**config.mk**
```make
export PLATFORM = sky130hd
export DESIGN_NAME = nyq_upsampler
export DESIGN_NICKNAME = d
export VERILOG_FILES = /design/src/rtl/nyq_upsampler.sv
export SDC_FILE = /design/constraint.sdc
export NUM_CORES = 1
export LEC_CHECK = 0
export CELL_PAD_IN_SITES_DETAIL_PLACEMENT = 0
export CELL_PAD_IN_SITES_GLOBAL_PLACEMENT = 1
export CORE_UTILIZATION = 50
export CTS_CLUSTER_SIZE = 25
export DETAILED_ROUTE_END_ITERATION = 7
export DONT_BUFFER_PORTS = 1
export PLACE_DENSITY = 0.85
export SYNTH_ARGS = -nofsm -noshare
export SYNTH_HDL_FRONTEND = slang
export SYNTH_SLANG_ARGS = --single-unit
```
**constraint.sdc**
```tcl
create_clock -name Clk_CI -period 2.2 [get_ports Clk_CI]
set_input_delay 0.44 -clock Clk_CI [delete_from_list [all_inputs] [get_ports Clk_CI]]
set_output_delay 0.44 -clock Clk_CI [all_outputs]
set_load 0.02 [all_outputs]
```
**src/rtl/nyq_upsampler.sv**
```systemverilog
// Zero-stuffing interpolator feeding the NYQ pulse-shaping filter: 2-entry symbol FIFO,
// L programmed on the parameter bus. Define UPS_ZOH_EN for zero-order hold instead of zero stuffing.
module nyq_upsampler #(
   parameter int ADDR_WIDTH = 6,
   parameter int MEM_WIDTH  = 24,
   parameter int IN_WIDTH   = 24,
   parameter int OUT_WIDTH  = 24,
   parameter int L_WIDTH    = 4,
   parameter int UPS_ADDR   = 63,
   parameter int L_DEFAULT  = 4
) (
   input  logic                  Clk_CI,
   input  logic                  Rst_RBI,
   input  logic                  WrEn_SI,
   input  logic [ADDR_WIDTH-1:0] Addr_DI,
   input  logic [MEM_WIDTH-1:0]  PAR_In_DI,
   input  logic [IN_WIDTH-1:0]   UPS_In_DI,
   input  logic                  UPS_Valid_SI,
   output logic                  UPS_Ready_SO,
   output logic [OUT_WIDTH-1:0]  UPS_Out_DO,
   output logic                  UPS_Strobe_SO,
   output logic                  UPS_Underrun_SO
);

   typedef enum logic [0:0] {
      ST_IDLE = 1'b0,
      ST_RUN  = 1'b1
   } state_t;

   localparam logic [ADDR_WIDTH-1:0] LP_UPS_ADDR  = ADDR_WIDTH'(UPS_ADDR);
   localparam logic [L_WIDTH-1:0]    LP_L_DEFAULT = L_WIDTH'(L_DEFAULT);

   logic [IN_WIDTH-1:0]  r_mem [2];
   logic                 r_wptr;
   logic                 r_rptr;
   logic [1:0]           r_count;
   logic                 r_ready;
   logic [L_WIDTH-1:0]   r_l_reg;
   logic [L_WIDTH-1:0]   r_l_act;
   logic [L_WIDTH-1:0]   r_phase;
   state_t               r_state;
   logic [OUT_WIDTH-1:0] r_out;
   logic                 r_strobe;
   logic                 r_underrun;

   logic                 w_push;
   logic                 w_pop;
   logic                 w_cfg_wr;
   logic [1:0]           w_count_nxt;
   logic [IN_WIDTH-1:0]  w_head;
   logic [OUT_WIDTH-1:0] w_head_ext;
   logic [L_WIDTH-1:0]   w_l_new_eff;
   logic [L_WIDTH-1:0]   w_l_act_last;
   logic                 w_unused_par;

   // L of 0 or 1 both mean pass-through
   function automatic logic [L_WIDTH-1:0] eff_l(input logic [L_WIDTH-1:0] l);
      if (l <= L_WIDTH'(1)) begin
         eff_l = L_WIDTH'(1);
      end else begin
         eff_l = l;
      end
   endfunction

   assign w_unused_par = ^PAR_In_DI[MEM_WIDTH-1:L_WIDTH];
   assign w_cfg_wr     = WrEn_SI && (Addr_DI == LP_UPS_ADDR);
   assign w_push       = UPS_Valid_SI && r_ready;
   assign w_head       = r_mem[r_rptr];
   assign w_head_ext   = OUT_WIDTH'($signed(w_head));
   assign w_l_new_eff  = eff_l(r_l_reg);
   assign w_l_act_last = eff_l(r_l_act) - L_WIDTH'(1);

   // Pop decision: a symbol leaves the FIFO only on a phase-0 boundary
   always_comb begin
      w_pop = 1'b0;
      if ((r_count != 2'd0) && (r_phase == L_WIDTH'(0))) begin
         w_pop = 1'b1;
      end else begin
         w_pop = 1'b0;
      end
   end

   // Next FIFO occupancy
   always_comb begin
      w_count_nxt = r_count;
      case ({w_push, w_pop})
         2'b10:   w_count_nxt = r_count + 2'd1;
         2'b01:   w_count_nxt = r_count - 2'd1;
         default: w_count_nxt = r_count;
      endcase
   end

   // Symbol FIFO storage, pointers and registered ready
   always_ff @(posedge Clk_CI or negedge Rst_RBI) begin
      if (!Rst_RBI) begin
         r_mem[0] <= '0;
         r_mem[1] <= '0;
         r_wptr   <= 1'b0;
         r_rptr   <= 1'b0;
         r_count  <= 2'd0;
         r_ready  <= 1'b0;
      end else begin
         if (w_push) begin
            r_mem[r_wptr] <= UPS_In_DI;
            r_wptr        <= ~r_wptr;
         end
         if (w_pop) begin
            r_rptr <= ~r_rptr;
         end
         r_count <= w_count_nxt;
         r_ready <= (w_count_nxt < 2'd2);
      end
   end

   // Parameter-bus L register
   always_ff @(posedge Clk_CI or negedge Rst_RBI) begin
      if (!Rst_RBI) begin
         r_l_reg <= LP_L_DEFAULT;
      end else if (w_cfg_wr) begin
         r_l_reg <= PAR_In_DI[L_WIDTH-1:0];
      end else begin
         r_l_reg <= r_l_reg;
      end
   end

   // Phase sequencer with registered sample, strobe and sticky underrun
   always_ff @(posedge Clk_CI or negedge Rst_RBI) begin
      if (!Rst_RBI) begin
         r_state    <= ST_IDLE;
         r_phase    <= L_WIDTH'(0);
         r_l_act    <= LP_L_DEFAULT;
         r_out      <= '0;
         r_strobe   <= 1'b0;
         r_underrun <= 1'b0;
      end else begin
         if (w_cfg_wr) begin
            r_underrun <= 1'b0;
         end
         case (r_state)
            ST_IDLE: begin
               if (r_count != 2'd0) begin
                  r_out    <= w_head_ext;
                  r_strobe <= 1'b1;
                  r_l_act  <= r_l_reg;
                  r_phase  <= (w_l_new_eff == L_WIDTH'(1)) ? L_WIDTH'(0) : L_WIDTH'(1);
                  r_state  <= ST_RUN;
               end else begin
                  r_out    <= '0;
                  r_strobe <= 1'b0;
                  r_phase  <= L_WIDTH'(0);
                  r_state  <= ST_IDLE;
               end
            end
            ST_RUN: begin
               if (r_phase != L_WIDTH'(0)) begin
`ifdef UPS_ZOH_EN
                  r_out <= r_out;
`else
                  r_out <= '0;
`endif
                  r_strobe <= 1'b0;
                  r_phase  <= (r_phase >= w_l_act_last) ? L_WIDTH'(0) : (r_phase + L_WIDTH'(1));
               end else if (r_count != 2'd0) begin
                  r_out    <= w_head_ext;
                  r_strobe <= 1'b1;
                  r_l_act  <= r_l_reg;
                  r_phase  <= (w_l_new_eff == L_WIDTH'(1)) ? L_WIDTH'(0) : L_WIDTH'(1);
               end else begin
                  // Starved at a period boundary: flag it and park until the next symbol
                  r_out      <= '0;
                  r_strobe   <= 1'b0;
                  r_underrun <= 1'b1;
                  r_phase    <= L_WIDTH'(0);
                  r_state    <= ST_IDLE;
               end
            end
            default: begin
               r_out    <= '0;
               r_strobe <= 1'b0;
               r_phase  <= L_WIDTH'(0);
               r_state  <= ST_IDLE;
            end
         endcase
      end
   end

   assign UPS_Ready_SO    = r_ready;
   assign UPS_Out_DO      = r_out;
   assign UPS_Strobe_SO   = r_strobe;
   assign UPS_Underrun_SO = r_underrun;

endmodule

```
; ---- Yosys cells after proc, flatten, opt, wreduce, memory -nomap -nowiden
; Index checks and enable logic that the tools add are counted.
[totals]
regBits = 92
inputBits = 58
out_inout_bits = 27
[op_classes]
add_sub_neg = 4
n_lt_le_gt_ge = 7
eq_ne = 5
muxes = 30
n_bitwise = 5
reduce_logical = 7
[ops]
columns = operator, count
row1 = 24-bit two-way mux, 6
row2 = 48-bit bitwise mux, 1
row3 = 24-bit one-hot mux with 2 select lines, 1
row4 = 24-bit demux with 1-bit select, 1
row5 = 4-bit two-way mux, 6
row6 = 4-bit one-hot mux with 2 select lines, 2
row7 = 1-bit two-way mux, 10
row8 = 4-bit by 1-bit less-or-equal comparator with 1-bit output (second input constant), 2
row9 = 6-bit == test (second input constant), 1
row10 = 4-bit by 1-bit adder with 4-bit output (second input constant), 1
row11 = 4-bit by 1-bit == test with 1-bit output (second input constant), 1
row12 = 2-bit >= comparator (second input constant), 2
row13 = 4-bit >= comparator, 1
row14 = 1-bit logical AND, 4
row15 = 4-bit logical NOT, 1
row16 = 1-bit inverter with 2-bit output, 2
row17 = 1-bit one-hot mux with 2 select lines, 2
row18 = 2-bit one-hot mux with 2 select lines, 1
row19 = 4-bit nonzero test, 1
row20 = 4-bit by 1-bit subtractor with 4-bit output (second input constant), 1
row21 = 1-bit inverter, 3
row22 = 2-bit by 1-bit adder with 2-bit output (second input constant), 1
row23 = 2-bit by 1-bit == test with 1-bit output (second input constant), 1
row24 = 2-bit == test (second input constant), 1
row25 = 5 further kinds, 5

; ---- Depth between registers and ports, before layout
; Gate-level depths: netlist of run 1.
[depth]
depth_word = 7
depth_mapped = 9
ltp_nobuf = 9

; ---- Least setup slack after synthesis of run 1
; Ideal clock, no wire load.
[synth_path]
kind = register to register
from = register r_phase[0]
to = register r_ready (netlist: UPS_Ready_SO)
arrival_ns = 1.735
setup_slack_ns = 0.345
stages_incl_launch_ff = 9
n_path_buf = 0
cell_sequence = dfrtp_1 > inv_1 > ha_1 > or3b_4 > nor2_1 > ha_1 > nor2_1 > xor2_1 > inv_1
[synth_between]
elab_chain_len = 6
word_cells_on_any_way = 7
[synth_rtl]
columns = element, line
row1 = start: declaration, 40  ; logic [L_WIDTH-1:0] r_phase;
row2 = start signal: assignment, 145  ; r_phase <= (w_l_new_eff == L_WIDTH'(1)) ? L_WIDTH'(0) : L_WIDTH'(1);
row3 = start signal: assignment, 162  ; r_phase <= (r_phase >= w_l_act_last) ? L_WIDTH'(0) : (r_phase + L_WIDTH'(1));
row4 = start signal: assignment, 167  ; r_phase <= (w_l_new_eff == L_WIDTH'(1)) ? L_WIDTH'(0) : L_WIDTH'(1);
row5 = 4-bit logical NOT (*), 76  ; if ((r_count != 2'd0) && (r_phase == L_WIDTH'(0))) begin
row6 = 1-bit logical AND (*), 76
row7 = 1-bit two-way mux (*), 76
row8 = via w_pop, 47  ; logic w_pop;
row9 = 2-bit by 1-bit == test with 1-bit output / 2-bit == test (equally long branches), 86  ; case ({w_push, w_pop})
row10 = 2-bit one-hot mux with 2 select lines (*), 86
row11 = via w_count_nxt[1], 49  ; logic [1:0] w_count_nxt;
row12 = 2-bit < comparator (*), 111  ; r_ready <= (w_count_nxt < 2'd2);
row13 = end signal: assignment, 111
row14 = end: declaration, 37  ; logic r_ready;
; The timed path passes the listed nets; every way through them passes the cells marked *.
; A chain may end at the register's enable or synchronous reset.

; ---- Worst setup path in the final report of run 1
; Ends and elaborated chain as after synthesis.

==> results of run 1 <==
power by group:
part / internal [uW] / switching [uW]
clock: 678 / 566
combinational: 1140 / 1040
sequential: 2480 / 645
total: 4290 / 2250
cell usage in the layout, fill, tap and decap left out, types with 2 or more instances in the layout:
cell / instances
xnor2_1: 4
o21ai_0: 4
nor2_1: 30
nand3_1: 3
nor4_1: 2
nor3_1: 2
ha_1: 8
xor2_1: 3
mux2_2: 54
clkbuf_8: 10
mux2_4: 2
mux2i_1: 24
dfstp_2: 2
buf_4: 6
inv_1: 6
dfrtp_1: 90
nand2_1: 5
bufinv_16: 2
how the worst min path moves through the flow:
stage	end	slack [ns]	cells after the start
6_report	r_l_reg[0]	-0.22	0
4_1_cts	UPS_Out_DO[20]	-0.24	0
2_1_floorplan	UPS_Out_DO[0]	0.14	0
3_5_place_dp	r_l_reg[0]	0.15	0
5_1_grt	r_mem[43]	-0.25	0
3_3_place_gp	r_l_reg[0]	0.15	0
critical path: stages (launching register included):
cell and delay [ns]:
dfrtp_1 0.42, inv_1 0.09, ha_1 0.14, or3b_4 0.40, nor2_1 0.19, ha_1 0.29
nor2_1 0.13, xor2_1 0.20, inv_1 0.05
layer usage:
| layer | track usage, % | vias up | share of wire [%] |
|---|---|---|---|
| li1 | - | 901 | - |
| met1 | 20.8 | 980 | 42 |
| met2 | 27.0 | 44 | 50 |
| met3 | 5.37 | 7 | 6.4 |
| met4 | 7.48 | 0 | 1.4 |
| met5 | 0 | - | 0 |
cells by family after synthesis:
kind of cell / Yosys count
flip-flops: 92
multiplexers: 80
adder cells (fa/ha/maj): 8
AO/OA/AOI/OAI: 8
buffers and inverters: 17
XOR/XNOR: 7
AND/OR/NAND/NOR: 48
metrics by stage:
step / power, uW / hold slack (ns) / util (%)
2_1_floorplan: 4960 / 0.144 / -
3_5_place_dp: 5400 / 0.147 / 52.8
5_1_grt: 7010 / -0.246 / 55.9
4_1_cts: 6660 / -0.238 / 55.9
3_3_place_gp: 5290 / 0.147 / 52.8
6_report: 6550 / -0.217 / 55.9
layout make-up:
| class | count | area, sq um | share of cell area (%) |
|---|---|---|---|
| sequential | 92 | 2300 | 57.1 |
| multi-input combinational | 151 | 1310 | 32.6 |
| clock buffer | 11 | 141 | 3.50 |
| tap | 99 | 124 | 3.07 |
| clock inverter | 5 | 83.8 | 2.08 |
| timing repair buffer | 6 | 45.0 | 1.12 |
| inverter | 6 | 22.5 | 0.558 |
==> results_dict.tcl, run 1 <==
set metrics [dict create \
    status "complete, but fails checks" \
    failed_checks "negative hold slack" \
    synth_top_area_cell "dfrtp_1" \
    core_area_sq_um 7210 \
    maxCapViolCount 0 \
    drcViolationCount 0 \
    worst-r2r-cell-count 8 \
    fill_cells 641 \
    clock_latency_ns 0.34 \
    portBuffers 0 \
    htreeDepth 3 \
    min_period_ns 2.01 \
    synth_warnings 0 \
    hpwl_mm 3.93 \
    die_w_um 88.1 \
    crit_start "r_phase[0]" \
    ant_nets 0 \
    postSynthAreaPerCell_sq_um 14.3 \
    ff2ff_setup_slack_ns 0.19 \
    antenna_cells 0 \
    reg2reg_from "r_phase[0]" \
    synth_cell_types 29 \
    grt_pass1_vias 1872 \
    synth_nets 326 \
    crit_path_start_kind "flop" \
    p_leak_uw 0.00186 \
    clock.fmax_mhz 497 \
    area_growth_pct 8.77 \
    cts_tree "yes" \
    cts_num_sinks 92 \
    endpoint_kind "flop" \
    synth_area_sq_um 3710 \
    synth_edf_count 0 \
    worstPathMaxFanout 4 \
    fin_cells 370 \
    clk_pin_slew_worst_paths_ns 0.09 \
    post_cts_buffers 0 \
    ys_seq_area_share_pct 62.1 \
    grt_remaining_overflow 0 \
    regMostFlops "r_mem" \
    synthMuxAreaShare_pct 23.7 \
    netlist_top_cells_count "90 x dfrtp_1, 54 x mux2_2, 30 x nor2_1" \
    synth_compound_area_share_pct 1.48 \
    largest_reg_flops 48 \
    post_cts_resized 0 \
    critPathArrivalTime_ns 2.25 \
    yosysMostFrequentCell "dfrtp_1" \
    fin_skew_ns 0.00783 \
    final_area_sq_um 4040 \
    slew_violations 0 \
    start_util_pct 51.4 \
    fin_setup_tns_ns 0 \
    synthFlopType "dfrtp_1" \
    relSlewSlack_pct 60.3 \
    rsz0062_at_grt "no" \
    finalWirelength_mm 6.01 \
    grt_first_pass_wirelength_mm 9.45 \
    fp-row-count 31 \
    synth_cells 260 \
    tightestPinTransition_ns 0.593 \
    synth.top_cell.area_share_pct 60.7 \
    powerDensity_nw_per_um2 1620 \
    period_share_pct 91.5 \
    grt_antenna_before_repair 0 \
    setup_violations 0 \
    cts-root-buf "clkbuf_8" \
    cts_buffer_depth 2 \
    hold_ws_ns -0.217 \
    ir_drop_mv 0.780 \
    min_path_type "input pin to async pin" \
    placed_cell_area_sq_um 3810 \
    hold_viol 92 \
    die_y_um 88.1 \
    setup.worst_path.end "UPS_Ready_SO" \
    synthAdderAreaFrac_pct 2.70 \
    fin_nets 332 \
    grt_util_all_layers_pct 16.8 \
    async_reset_ff_share_pct 100 \
    via_per_inst 5.22 \
    synth-seq-cells 92 \
    ios 85 \
    die-area_sq_um 7770 \
    dp_slack_ns 0.177 \
    place.gp.congestion 0.726 \
    placed_cells 354 \
    routedWlPerCell_um 16.2 \
    cts_buffers 9 \
    grt_max_degree 93 \
    synth_top_family_by_area "multiplexers" \
    layout_setup_ws_ns 0.188 \
    first_pass_iters 4 \
    yosys.area_share.simple_pct 5.90 \
    crit_type "flop to flop" \
    timing.rr.end "UPS_Ready_SO" \
    vias 1932 \
    drive_gt1_share_pct 30.3 \
    drt-initial-drc-count 75 \
    crit_required_ns 2.44 \
    yosys-top-cells-area "dfrtp_1 61%, mux2_2 16%, mux2i_1 6.5%" \
    synthXorXnorAreaFrac_pct 1.65 \
]
(Power assumes the default switching activity.)
==> inputs of run 2 (changes only) <==
--- a/config.mk
+++ b/config.mk
@@ -5,12 +5,14 @@
 export SDC_FILE = /design/constraint.sdc
 export NUM_CORES = 1
 export LEC_CHECK = 0
+export CAP_MARGIN = 10
 export CELL_PAD_IN_SITES_DETAIL_PLACEMENT = 0
 export CELL_PAD_IN_SITES_GLOBAL_PLACEMENT = 1
 export CORE_UTILIZATION = 50
 export CTS_CLUSTER_SIZE = 25
 export DETAILED_ROUTE_END_ITERATION = 7
 export DONT_BUFFER_PORTS = 1
+export MAX_ROUTING_LAYER = met4
 export PLACE_DENSITY = 0.85
 export SYNTH_ARGS = -nofsm -noshare
 export SYNTH_HDL_FRONTEND = slang
==> results_dict.tcl, run 2 (synthesis gave the netlist of run 1 again) <==
set metrics [dict create \
    regMostFlops "r_mem" \
    relSlewSlack_pct 60.3 \
    crit_required_ns 2.44 \
    maxCapViolCount 0 \
    die-area_sq_um 7770 \
    crit_slowest_cell "dfrtp_1" \
    post_cts_resized 0 \
    setup_violations 0 \
    cts_num_sinks 92 \
    antenna_cells 0 \
    multiInputGateArea_sq_um 1310 \
    min_path_type "input pin to async pin" \
    grt_antenna_before_repair 0 \
    fin_nets 332 \
    worst-path-buf-inv 2 \
    largest_reg_flops 48 \
    fin_total_pwr_uw 6550 \
    hold_viol 92 \
    grt_max_degree 93 \
    fill_cells 641 \
    grt_pass1_vias 1879 \
    hpwl_mm 3.93 \
    tightestPinTransition_ns 0.594 \
    endpoint_kind "flop" \
    crit_path_start_kind "flop" \
    fin_skew_ns 0.00783 \
    core_area_sq_um 7210 \
    htreeDepth 3 \
    min_period_ns 2.01 \
    ir_drop_mv 0.789 \
    cts-root-buf "clkbuf_8" \
    worstPathMaxFanout 4 \
    layout_commonest_cell "dfrtp_1" \
    cts_tree "yes" \
    failed_checks "negative hold slack" \
    cts_buffers 9 \
    fin_util_pct 55.9 \
    clock.fmax_mhz 497 \
    critPathMaxStageDelay_ns 0.42 \
    place.gp.congestion 0.734 \
    rsz0062_at_grt "no" \
    vias 1933 \
    clk_pin_slew_worst_paths_ns 0.09 \
    regArea_sq_um 2300 \
    die_w_um 88.1 \
    ios 85 \
    grt_remaining_overflow 0 \
    portBuffers 0 \
    ant_nets 0 \
    clock_latency_ns 0.34 \
    drt-initial-drc-count 76 \
    start_util_pct 51.4 \
    p_leak_uw 0.00186 \
    path_delay_family "simple AND/OR/NAND/NOR gates" \
    fin_setup_tns_ns 0 \
    first_pass_iters 4 \
    powerDensity_nw_per_um2 1620 \
    status "complete, but fails checks" \
    post_cts_buffers 0 \
    period_share_pct 91.5 \
    finalWirelength_mm 6.01 \
    grt_util_all_layers_pct 17.3 \
    fp-row-count 31 \
    die_y_um 88.1 \
    cts_buffer_depth 2 \
    path_cells "inv_1 > ha_1 > or3b_4 > nor2_1 > ha_1 > nor2_1 > xor2_1 > inv_1" \
    drive_gt1_share_pct 30.3 \
    area_growth_pct 8.77 \
    slew_violations 0 \
    hold_ws_ns -0.216 \
    layout_common_cells "90 x dfrtp_1, 54 x mux2_2, 30 x nor2_1, 24 x mux2i_1, 10 x clkbuf_8" \
    crit_type "flop to flop" \
    drcViolationCount 0 \
    grt_first_pass_wirelength_mm 9.46 \
    routedWlPerCell_um 16.2 \
    via_per_inst 5.22 \
    critPathArrivalTime_ns 2.25 \
]
==> run 2: cell counts in the layout (fill, tap and decap cells not counted) <==
Identical to the previous run, type by type.
==> run 2: power breakdown <==
group	internal, uW	switching [uW]	leakage, uW
clock	678	568	0.000111
combinational	1140	1040	0.000628
sequential	2480	647	0.00112
==> run 2: path summary, 6_finish.rpt <==
path | startpoint | end | slack, ns | cells past startpoint
setup / recovery | r_phase[0] | UPS_Ready_SO | 0.19 | 8
hold / removal | Rst_RBI | r_l_reg[0] | -0.22 | 0
setup reg to reg | r_phase[0] | UPS_Ready_SO | 0.19 | 8
hold reg to reg | r_mem[9] | r_mem[9] | 0.51 | 1
max in group asynchronous | Rst_RBI | r_l_act[2] | 2.23 | 0
min in group Clk_CI | UPS_In_DI[12] | r_mem[36] | 0.24 | 1
==> run 2: through the flow <==
stage / area (sq um) / worst slack, ns / hold slack [ns] / instances
2_1_floorplan: 3710 / 0.345 / 0.144 / 260
3_3_place_gp: 3810 / 0.199 / 0.147 / 354
3_5_place_dp: 3810 / 0.177 / 0.147 / 354
4_1_cts: 4040 / 0.157 / -0.238 / 370
5_1_grt: 4040 / 0.00976 / -0.246 / 370
6_report: 4040 / 0.187 / -0.216 / 370
==> run 2: cell type report <==
class | count | area share [%]
Clock buffer | 11 | 3.50
Clock inverter | 5 | 2.08
Inverter | 6 | 0.558
Multi-Input combinational cell | 151 | 32.6
Sequential cell | 92 | 57.1
Tap cell | 99 | 3.07
Timing Repair Buffer | 6 | 1.12
==> run 2: per-layer routing <==
| metal | up-vias | global-route usage (%) | share of wire (%) |
|---|---|---|---|
| li1 | 901 | - | - |
| met1 | 977 | 21.0 | 43 |
| met2 | 46 | 27.0 | 50 |
| met3 | 9 | 5.09 | 6.1 |
| met4 | 0 | 7.48 | 1.4 |
| met5 | - | - | 0 |
==> run 2: worst register-to-register path, delay by kind of cell, from the launching register on <==
kind	cells	cell delay [ns]
xor+xnor	1	0.20
fa+ha+maj	2	0.43
buf+inv	2	0.15
flops	1	0.42
simple gates	3	0.72
